$ cat src/rtl/pc_redirect_unit.sv
`default_nettype none
// ============================================================================
//  Module   : pc_redirect_unit
//  Purpose  : Fetch program-counter sequencer. Advances the fetch address by 4
//             when instruction memory accepts it, honours hazard stalls, and
//             applies branch redirects. A redirect that arrives while memory is
//             not ready is parked in a pending register until memory accepts.
//             A misaligned redirect target locks the unit into a trap state
//             that only reset leaves.
//  Ports    : clk, reset        - clock, synchronous active-high reset
//             PcSel, BrPC       - redirect request and 32-bit target
//             Stall             - hazard hold request (ignored while a redirect
//                                 is pending)
//             imem_ready        - memory accepts the current fetch address
//             Cur_PC            - registered fetch address (PC_W bits)
//             imem_req          - fetch request (low only in trap)
//             Flush             - pipeline squash, FLUSH_CYC cycles per redirect
//             Trap              - sticky misaligned-target flag
//             RedirectCount     - saturating count of accepted redirects
//  Options  : PC_REDIRECT_STATS_EN - when defined, builds the RedirectCount
//             counter; otherwise RedirectCount is constant zero.
//  Revision : 1.0 - initial release
// ============================================================================
module pc_redirect_unit #(
  parameter int unsigned PC_W      = 9,
  parameter int unsigned FLUSH_CYC = 2,
  parameter int unsigned RESET_PC  = 0
) (
  input  logic            clk,
  input  logic            reset,
  input  logic            PcSel,
  input  logic [31:0]     BrPC,
  input  logic            Stall,
  input  logic            imem_ready,
  output logic [PC_W-1:0] Cur_PC,
  output logic            imem_req,
  output logic            Flush,
  output logic            Trap,
  output logic [15:0]     RedirectCount
);

  typedef enum logic [1:0] {
    RUN      = 2'd0,
    REDIRECT = 2'd1,
    TRAP     = 2'd2
  } state_e;

  localparam logic [PC_W-1:0] c_reset_pc  = PC_W'(RESET_PC);
  localparam logic [PC_W-1:0] c_pc_step   = PC_W'(4);
  localparam logic [1:0]      c_flush_cyc = 2'(FLUSH_CYC);

  state_e          state_q, state_d;
  logic [PC_W-1:0] pc_q, pc_d;
  logic [PC_W-1:0] pend_q, pend_d;
  logic [1:0]      fcnt_q, fcnt_d;
  logic            trap_q, trap_d;
  logic            accept;

  logic [PC_W-1:0] target;
  logic            misaligned;

  // Upper target bits are architecturally don't-care.
  logic unused_brpc_hi;
  assign unused_brpc_hi = &{1'b0, BrPC[31:PC_W]};

  assign target     = BrPC[PC_W-1:0];
  assign misaligned = (BrPC[1:0] != 2'b00);

  always_comb begin
    state_d = state_q;
    pc_d    = pc_q;
    pend_d  = pend_q;
    trap_d  = trap_q;
    accept  = 1'b0;
    // Flush counter free-runs down regardless of stall.
    fcnt_d  = (fcnt_q != 2'd0) ? fcnt_q - 2'd1 : 2'd0;

    case (state_q)
      RUN: begin
        if (PcSel) begin
          if (misaligned) begin
            state_d = TRAP;
            trap_d  = 1'b1;
          end else begin
            accept = 1'b1;
            if (imem_ready) begin
              pc_d = target;
            end else begin
              pend_d  = target;
              state_d = REDIRECT;
            end
          end
        end else if (!Stall && imem_ready) begin
          pc_d = pc_q + c_pc_step;
        end
      end
      REDIRECT: begin
        if (PcSel) begin
          if (misaligned) begin
            state_d = TRAP;
            trap_d  = 1'b1;
          end else begin
            // Newest redirect replaces any parked target.
            accept = 1'b1;
            if (imem_ready) begin
              pc_d    = target;
              state_d = RUN;
            end else begin
              pend_d = target;
            end
          end
        end else if (imem_ready) begin
          pc_d    = pend_q;
          state_d = RUN;
        end
      end
      TRAP: begin
        // Locked until reset.
      end
      default: begin
        state_d = RUN;
      end
    endcase

    if (accept) begin
      fcnt_d = c_flush_cyc;
    end
  end

  always_ff @(posedge clk) begin
    if (reset) begin
      state_q <= RUN;
      pc_q    <= c_reset_pc;
      pend_q  <= '0;
      fcnt_q  <= 2'd0;
      trap_q  <= 1'b0;
    end else begin
      state_q <= state_d;
      pc_q    <= pc_d;
      pend_q  <= pend_d;
      fcnt_q  <= fcnt_d;
      trap_q  <= trap_d;
    end
  end

`ifdef PC_REDIRECT_STATS_EN
  logic [15:0] rcnt_q, rcnt_d;

  always_comb begin
    rcnt_d = rcnt_q;
    if (accept && (rcnt_q != 16'hFFFF)) begin
      rcnt_d = rcnt_q + 16'd1;
    end
  end

  always_ff @(posedge clk) begin
    if (reset) begin
      rcnt_q <= 16'd0;
    end else begin
      rcnt_q <= rcnt_d;
    end
  end

  assign RedirectCount = rcnt_q;
`else
  assign RedirectCount = 16'h0000;
`endif

  assign Cur_PC   = pc_q;
  assign imem_req = (state_q != TRAP);
  assign Flush    = (fcnt_q != 2'd0);
  assign Trap     = trap_q;

endmodule
`default_nettype wire
$ cat config.mk
export PLATFORM = sky130hd
export DESIGN_NAME = pc_redirect_unit
export DESIGN_NICKNAME = d
export VERILOG_FILES = /design/src/rtl/pc_redirect_unit.sv
export SDC_FILE = /design/constraint.sdc
export NUM_CORES = 1
export LEC_CHECK = 0
export CORE_ASPECT_RATIO = 1.1
export CORE_MARGIN = 3
export CORE_UTILIZATION = 45
export CTS_BUF_LIST = sky130_fd_sc_hd__clkbuf_8
export DETAILED_ROUTE_END_ITERATION = 16
export MAX_ROUTING_LAYER = met4
export PLACE_DENSITY_LB_ADDON = 0.08
export SLEW_MARGIN = 10
export SYNTH_ARGS = -nofsm -noshare
export SYNTH_HDL_FRONTEND = slang
export SYNTH_SLANG_ARGS = --single-unit
export TNS_END_PERCENT = 5
$ cat constraint.sdc
create_clock -name clk -period 2.3 [get_ports clk]
set_input_delay 0.46 -clock clk [delete_from_list [all_inputs] [get_ports clk]]
set_output_delay 0.46 -clock clk [all_outputs]
set_load 0.1 [all_outputs]
==> summary.txt, run 1 <==
Status - finished, final reports clean
First-pass GRT wire length - 5.13 mm
Die Span X - 57.4 um
Final GP Congestion - 0.817
Core ar. - 0.00264 sq mm
Fill count - 247
DRC Markers - 0
WP data required - 2460 ps
Post-synthesis cell count - 149
Crit end category - flop
Synth unique cells - 40
# setup viols final - 0
Synth area leaders - dfxtp_1, buf_4, mux2i_1
Antenna violations before repair - 0
Die Area - 0.00360 sq mm
Post-synthesis sequential area ratio - 35.1%
Most common cell after layout, fill and taps aside - buf_4
Max cap viols - 0
Clk sink count - 23
Crit path kind - primary input to flop
Synth Area in Simple Gates - 20.4%
Initial Utilization - 49.6%
Gr busiest metal - met2
Most frequent cells in the layout - buf_4, dfxtp_1, conb_1
Synth Warn # - 0
H-tree depth - 1
Final Hold Vio Count - 0
Vias per cell - 5.54
Multiplexer area fraction after synthesis - 7.83%
CP Launch Type - primary input
Worst-skew pair later-pin latency - 260 ps
Clock Path Buffers - 2
Post-synthesis cell area - 0.00131 sq mm
Adder-cell share of the synthesized area - 0.955%
Final worst path period share - 85.0%
Post-synth top flop - dfxtp_1
I/O pin cnt - 65
Met3 global-route usage - 3.72%
Largest net degree at the start of global routing - 16
Drt first pass iters - 4
Synth Area in Compound Gates - 21.5%
CTS tree - done
Min-Delay Path Class - flop to flop
PortBufs - 25
Drt first-iter violations - 25
Worst Setup Slack, final - 346 ps
Fmax - 512 MHz
Routed wire length - 3.00 mm
Worst EP arrival - 2110 ps
Share of the synthesized area in the top cell type - 35.1%
Clock Tree Root - clkbuf_8
Xor-xnor portion of the synthesized cell area - 0.669%
Clock transition at path regs - 80 ps
#FFs+latches synth - 23
Synth-to-layout area growth - 23.2%
Fin. max-slew vios - 0
PD cells - 677 mW/mm^2
Final Net Count - 221
CTS resizes - 0
Crit Path Max Fanout - 7
CTS Hold Buffers Added - 0
Total CTS buffers - 3
Clk_skew - 0.738 ps
Register area - 460 sq um
Postcts setup bufs - 0
Leakage - 0.643 nW
Setup TNS - 0 ps
Post-synth ARST share - 0%
Dpl hpwl - 2.27 mm
Syn Area/Cell - 8.79 sq um
Number of synthesized flops with an enable pin - 0
Share of cells above drive strength 1 - 19.2%
GR Util met2 - 29.1%
Vias after detailed routing - 1180
DIE HEIGHT - 62.6 um
# rows - 19
Post-layout util - 61.2%
Vias in the first global route - 1141
Unrepaired setup endpoints after global routing - false
Area occupied by multi-input gates - 739 sq um
Final min period - 1950 ps
Power after layout - 1.09 mW
Largest family of logic cells by synthesized area - compound AO/OA/AOI/OAI gates
Grt met1 use - 22.3%
Routed Antenna Nets - 0
Antenna cells - 0
Avg WL per Cell - 14.1 um
Overflow after GRT - 0
Place WS - 100 ps
Total Routing Usage GR - 18.3%
Max IR drop VDD - 0.418 mV
Yosys top cell by area - dfxtp_1
[report_power, final]
| part | total (mW) | switching (mW) | internal, mW |
|---|---|---|---|
| sequential | 0.439 | 0.0226 | 0.416 |
| combinational | 0.401 | 0.304 | 0.0970 |
| clock | 0.253 | 0.132 | 0.121 |
[cells in the mapped netlist, drive strengths merged (3+ instances only)]
library cell,n
dfxtp,23
buf,20
nor2,15
mux2i,8
a21oi,6
nor3b,6
inv,5
nand2b,5
nor3,5
o21ai,5
a211o,4
a31oi,4
nand2,4
nor2b,4
a2111oi,3
a211oi,3
a22oi,3
clkbuf,3
[path summary, 6_finish.rpt]
path / from / end / slack (ps) / depth (start not counted)
worst min-delay path: Trap / Trap / 460 / 2
worst min register to register: Trap / Trap / 460 / 2
worst max register to register: state_q[0] / Cur_PC[5] / 600 / 4
worst max-delay path: imem_ready / Cur_PC[5] / 350 / 5
[layer usage]
metal / vias to the layer above / wire length (um)
li1: 578 / -
met1: 548 / 1310
met2: 50 / 1450
met3: 4 / 210
met4: 0 / 28
met5: - / 0
[logic make-up (layout without fill, tap and decap cells)]
family	count (synthesis)	in the layout
AND/OR/NAND/NOR	47	47
AO/OA/AOI/OAI	38	38
buffers and inverters	28	46
flip-flops	23	23
multiplexers	10	10
adder cells (fa/ha/maj)	1	1
other	1	16
XOR/XNOR	1	1
[area by class of cell]
type,count,area share [%]
tap,31,2.40
clock inverter,1,0.310
timing repair buffer,37,19.2
multi-input combinational,113,45.8
clock buffer,3,2.56
sequential,23,28.5
inverter,5,1.16
[per-stage QoR]
step | area [sq um] | hold slack [ps] | cells
after floorplan | 1370 | 420 | 164
after global placement | 1570 | 432 | 209
after detailed placement | 1570 | 452 | 209
after CTS | 1610 | 465 | 213
after global routing | 1610 | 481 | 213
final | 1610 | 455 | 213
[worst max-delay path, stage by stage]
cell             delay, ps
clkdlybuf4s50_1        490
or3b_1                 530
nand2_4                140
a31oi_1                110
a2111oi_2              370
[registers in the layout (all words and copies together) (netlist names)]
register,cells
Cur_PC,9
pend_q,9
fcnt_q,2
Trap,1
state_q,2
Power figures use the tool's default switching activity.
==> run 2: changes to the inputs <==
- CORE_UTILIZATION: 45 -> 37
- clock period: 2.3 -> 1.6 ns (I/O delays scaled with it)
==> summary.txt, run 2 (synthesis results as in run 1) <==
Status - finished, final reports clean (unchanged)
Leakage - 0.775 nW (was 0.643 nW)
Most frequent cells in the layout - buf_4, dfxtp_1, conb_1 (unchanged)
PortBufs - 25 (unchanged)
Final Hold Vio Count - 0 (unchanged)
CTS tree - done (unchanged)
WHS - 455 ps (about the same)
Drt first-iter violations - 58 (was 25)
DIE HEIGHT - 68.4 um (was 62.6 um)
Crit end category - flop (unchanged)
Synth-to-layout area growth - 48.2% (was 23.2%)
Largest net degree at the start of global routing - 17 (was 16)
Cells after DPL - 238 (was 209)
Routed Antenna Nets - 0 (unchanged)
Unrepaired setup endpoints after global routing - true (was false)
Clock Path Buffers - 2 (unchanged)
PD cells - 869 mW/mm^2 (was 677 mW/mm^2)
# setup viols final - 0 (unchanged)
Place WS - -530 ps (was 100 ps)
Overflow after GRT - 0 (unchanged)
Max IR drop VDD - 0.436 mV (was 0.418 mV)
Die Span X - 62.7 um (was 57.4 um)
Most common cell after layout, fill and taps aside - buf_4 (unchanged)
WP data required - 1750 ps (was 2460 ps)
I/O pin cnt - 65 (unchanged)
H-tree depth - 1 (unchanged)
Die Area - 0.00429 sq mm (was 0.00360 sq mm)
Avg WL per Cell - 13.6 um (was 14.1 um)
Routed wire length - 3.31 mm (was 3.00 mm)
Clk sink count - 23 (unchanged)
Register area - 469 sq um (was 460 sq um)
Crit path kind - primary input to flop (unchanged)
Dpl hpwl - 2.47 mm (was 2.27 mm)
Fill count - 339 (was 247)
Clock Tree Root - clkbuf_8 (unchanged)
DRC Markers - 0 (unchanged)
Vias per cell - 5.04 (was 5.54)
Initial Utilization - 39.0% (was 49.6%)
Worst EP arrival - 1730 ps (was 2110 ps)
Clock transition at path regs - 80 ps (about the same)
Min-Delay Path Class - flop to flop (unchanged)
First-pass GRT wire length - 5.27 mm (was 5.13 mm)
# rows - 22 (was 19)
Power after layout - 1.69 mW (was 1.09 mW)
Total Routing Usage GR - 16.2% (was 18.3%)
Share of cells above drive strength 1 - 31.8% (was 19.2%)
Max cap viols - 0 (unchanged)
Final worst path period share - 98.6%
Final min period - 1580 ps
CTS Hold Buffers Added - 0 (unchanged)
Total CTS buffers - 3 (unchanged)
Worst-skew pair later-pin latency - 260 ps (about the same)
CP Launch Type - primary input (unchanged)
Worst Setup Slack, final - 22.8 ps (was 346 ps)
Final Net Count - 234 (was 221)
Crit Path Max Fanout - 3 (was 7)
Clk_skew - 2.57 ps (was 0.738 ps)
Drt first pass iters - 4 (unchanged)
Vias in the first global route - 1119 (was 1141)
Area occupied by multi-input gates - 786 sq um (was 739 sq um)
Core ar. - 0.00336 sq mm (was 0.00264 sq mm)
Vias after detailed routing - 1224 (was 1180)
Antenna cells - 0 (unchanged)
Fin. max-slew vios - 0 (unchanged)
Fmax - 634 MHz
Final GP Congestion - 0.784 (was 0.817)
Antenna violations before repair - 0 (unchanged)
Non-Filler Instances - 243 (was 213)
==> run 2: cell count changes in the layout (fill, tap and decap cells not counted), sizes merged <==
cell	previous run	this run
buf	24	37
clkdlybuf4s50	13	10
dlygate4sd2	0	2
dlymetal6s2s	0	1
==> run 2: area by class of cell <==
class                   instances  share of cell area [%]
repair buffers                 50                    28.9
well taps                      48                    3.09
inverters                       5                   0.966
clock buffers                   3                    2.13
multi-input cells             113                    40.5
clock inverters                 1                   0.258
flip-flops and latches         23                    24.2
==> run 2: layer usage <==
layer  track usage (%)  up-vias  wire [um]
li1                  -      602          -
met1              18.6      579       1430
met2              29.0       38       1700
met3              2.63        5        143
met4              5.51        0         34
met5                 -        -          0
==> run 2: power breakdown <==
part           switching (mW)  leakage, nW  internal (mW)  total, mW
Combinational           0.458        0.560          0.223      0.681
Clock                   0.192       0.0255          0.174      0.366
Sequential             0.0387        0.190          0.602      0.641
==> run 2: worst paths after layout <==
path,slack [ps],endpoint,from,cells past startpoint
min reg2reg,460,fcnt_q[0],fcnt_q[1],2
min,460,fcnt_q[0],fcnt_q[1],2
max reg2reg,80,Cur_PC[7],state_q[0],5
max,20,Cur_PC[8],PcSel,5
==> run 2: stage by stage <==
step	utilization [%]	TNS, ps	instance area, sq um
after detailed placement	54.7	-5800	1840
after global routing	57.8	-249	1940
after global placement	54.7	-5230	1840
after floorplan	-	-106	1370
after CTS	56.5	-47.0	1900
final	57.8	0	1940
==> run 2: critical path: stages <==
cell,delay [ps]
clkdlybuf4s50_1,420
or3b_2,480
a211o_1,310
a21oi_1,150
a211oi_1,50
==> run 2: repair_timing <==
item,CTS,global route
buffers inserted,1,0
setup endpoints to repair,9,16
gates resized for setup,5,11
pin swaps,3,1
==> run 3: changes to the inputs <==
- CELL_PAD_IN_SITES_DETAIL_PLACEMENT: unset -> 0
- CELL_PAD_IN_SITES_GLOBAL_PLACEMENT: unset -> 1
- CORE_UTILIZATION: 37 -> 24
==> summary.txt, run 3 (synthesis results as in run 1) <==
Status - finished, final reports clean (unchanged)
Hold Crit Depth - 2 (unchanged)
WP data required - 1750 ps (about the same)
Fin. max-slew vios - 0 (unchanged)
RR Startpoint - state_q[0] (unchanged)
Vias per cell - 4.47 (was 5.04)
Place WS - -519 ps (was -530 ps)
Overflow after GRT - 0 (unchanged)
CTS tree - done (unchanged)
Total Routing Usage GR - 11.9% (was 16.2%)
Most frequent cells in the layout - buf_4, dfxtp_1, conb_1 (unchanged)
Routed Antenna Nets - 0 (unchanged)
Worst hold start - fcnt_q[1] (unchanged)
Vias after detailed routing - 1199 (was 1224)
Die Span X - 76.4 um (was 62.7 um)
Clock transition at path regs - 80 ps (about the same)
Final Hold Vio Count - 0 (unchanged)
Drt first-iter violations - 46 (was 58)
Path depth of the worst reg2reg path - 5 (unchanged)
Share of cells above drive strength 1 - 30.6% (was 31.8%)
I/O pin cnt - 65 (unchanged)
Worst EP arrival - 1720 ps (was 1730 ps)
Fill count - 540 (was 339)
CP startpoint - BrPC[1] (was PcSel)
DRC Markers - 0 (unchanged)
Clock Tree Root - clkbuf_8 (unchanged)
Worst R2R End - Cur_PC[2] (was Cur_PC[7])
# rows - 27 (was 22)
H-tree depth - 1 (unchanged)
Unrepaired setup endpoints after global routing - true (unchanged)
Max IR drop VDD - 0.258 mV (was 0.436 mV)
Routed wire length - 3.59 mm (was 3.31 mm)
Fmax - 638 MHz (was 634 MHz)
Leakage - 0.791 nW (was 0.775 nW)
Hold endpoint - fcnt_q[0] (unchanged)
DIE HEIGHT - 83.5 um (was 68.4 um)
Final Net Count - 235 (was 234)
Core ar. - 0.00513 sq mm (was 0.00336 sq mm)
PortBufs - 25 (unchanged)
Initial Utilization - 25.5% (was 39.0%)
Final worst path period share - 97.9% (was 98.6%)
CP Launch Type - primary input (unchanged)
Reg2Reg Setup Slack - 100 ps (was 80 ps)
# setup viols final - 0 (unchanged)
Antenna cells - 0 (unchanged)
Die Area - 0.00638 sq mm (was 0.00429 sq mm)
Crit Path Max Fanout - 6 (was 3)
Min-Delay Path Class - flop to flop (unchanged)
Drt first pass iters - 4 (unchanged)
Clk_skew - 2.58 ps (was 2.57 ps)
Power after layout - 1.69 mW (about the same)
Worst-skew pair later-pin latency - 260 ps (about the same)
PD cells - 852 mW/mm^2 (was 869 mW/mm^2)
Crit path kind - primary input to flop (unchanged)
Clock Path Buffers - 2 (unchanged)
Post-layout util - 38.7% (was 57.8%)
Crit end category - flop (unchanged)
Worst Setup Slack, final - 33.8 ps (was 22.8 ps)
Max cap viols - 0 (unchanged)
Total CTS buffers - 3 (unchanged)
Most common cell after layout, fill and taps aside - buf_4 (unchanged)
Vias in the first global route - 1168 (was 1119)
Antenna violations before repair - 0 (unchanged)
Largest net degree at the start of global routing - 17 (unchanged)
Synth-to-layout area growth - 51.7% (was 48.2%)
Avg WL per Cell - 13.4 um (was 13.6 um)
Final min period - 1570 ps (was 1580 ps)
First-pass GRT wire length - 5.93 mm (was 5.27 mm)
Clk sink count - 23 (unchanged)
Final GP Congestion - 0.757 (was 0.784)
Dpl hpwl - 2.83 mm (was 2.47 mm)
run 3: changes by cell type in the layout (fill, tap and decap cells not counted), sizes merged:
cell,change
dlygate4sd2,+1
clkinv,-1
buf,+1
inv,+1
clkdlybuf4s50,-1
run 3: worst max-delay path by stage:
stage                 to  slack (ps)  cells after the start
2_1_floorplan  Cur_PC[8]         -40                      5
3_3_place_gp   Cur_PC[7]        -440                      5
3_5_place_dp   Cur_PC[6]        -520                      5
4_1_cts        Cur_PC[7]          10                      5
5_1_grt        Cur_PC[7]         -10                      5
6_report       Cur_PC[7]          30                      5
run 3: layout make-up:
class,count,area (sq um),share of cell area [%]
Clock buffer,3,41.3,2.08
Clock inverter,1,3.75,0.189
Inverter,5,18.8,0.945
Multi-Input combinational cell,113,793,39.9
Sequential cell,23,472,23.7
Tap cell,72,90.1,4.53
Timing Repair Buffer,51,568,28.6
run 3: stage by stage:
step / hold WS, ps / instances / setup TNS (ps) / area, sq um
global route: 483 / 268 / -18.6 / 1990
detailed placement: 450 / 261 / -5870 / 1860
global placement: 429 / 261 / -5490 / 1860
finish: 451 / 268 / 0 / 1990
CTS: 456 / 268 / 0 / 1960
floorplan: 381 / 164 / -106 / 1370
run 3: power by group:
group          switching (mW)  internal, mW
clock                   0.191         0.171
combinational           0.458         0.231
sequential             0.0395         0.602
total                   0.689          1.00
run 3: timing repair:
item / in CTS / in global routing
gates resized for setup: 9 / 7
endpoints found under the hold margin: 0 / 0
cloned: 0 / 0
setup buffers: 3 / 0
hold buffers: 0 / 0
endpoints found under the setup margin: 13 / 11
pin swaps: 1 / 4
run 3: layer usage:
layer,GRT usage (%),routed length [um]
met1,14.8,1610
met2,19.7,1840
met3,1.84,123
met4,3.79,21
met5,-,0
run 3: critical path, cell delays in order:
cell and delay [ps]:
clkdlybuf4s50_1 440, or3b_4 440, mux2_1 330, o21ai_1 120, a211oi_1 70
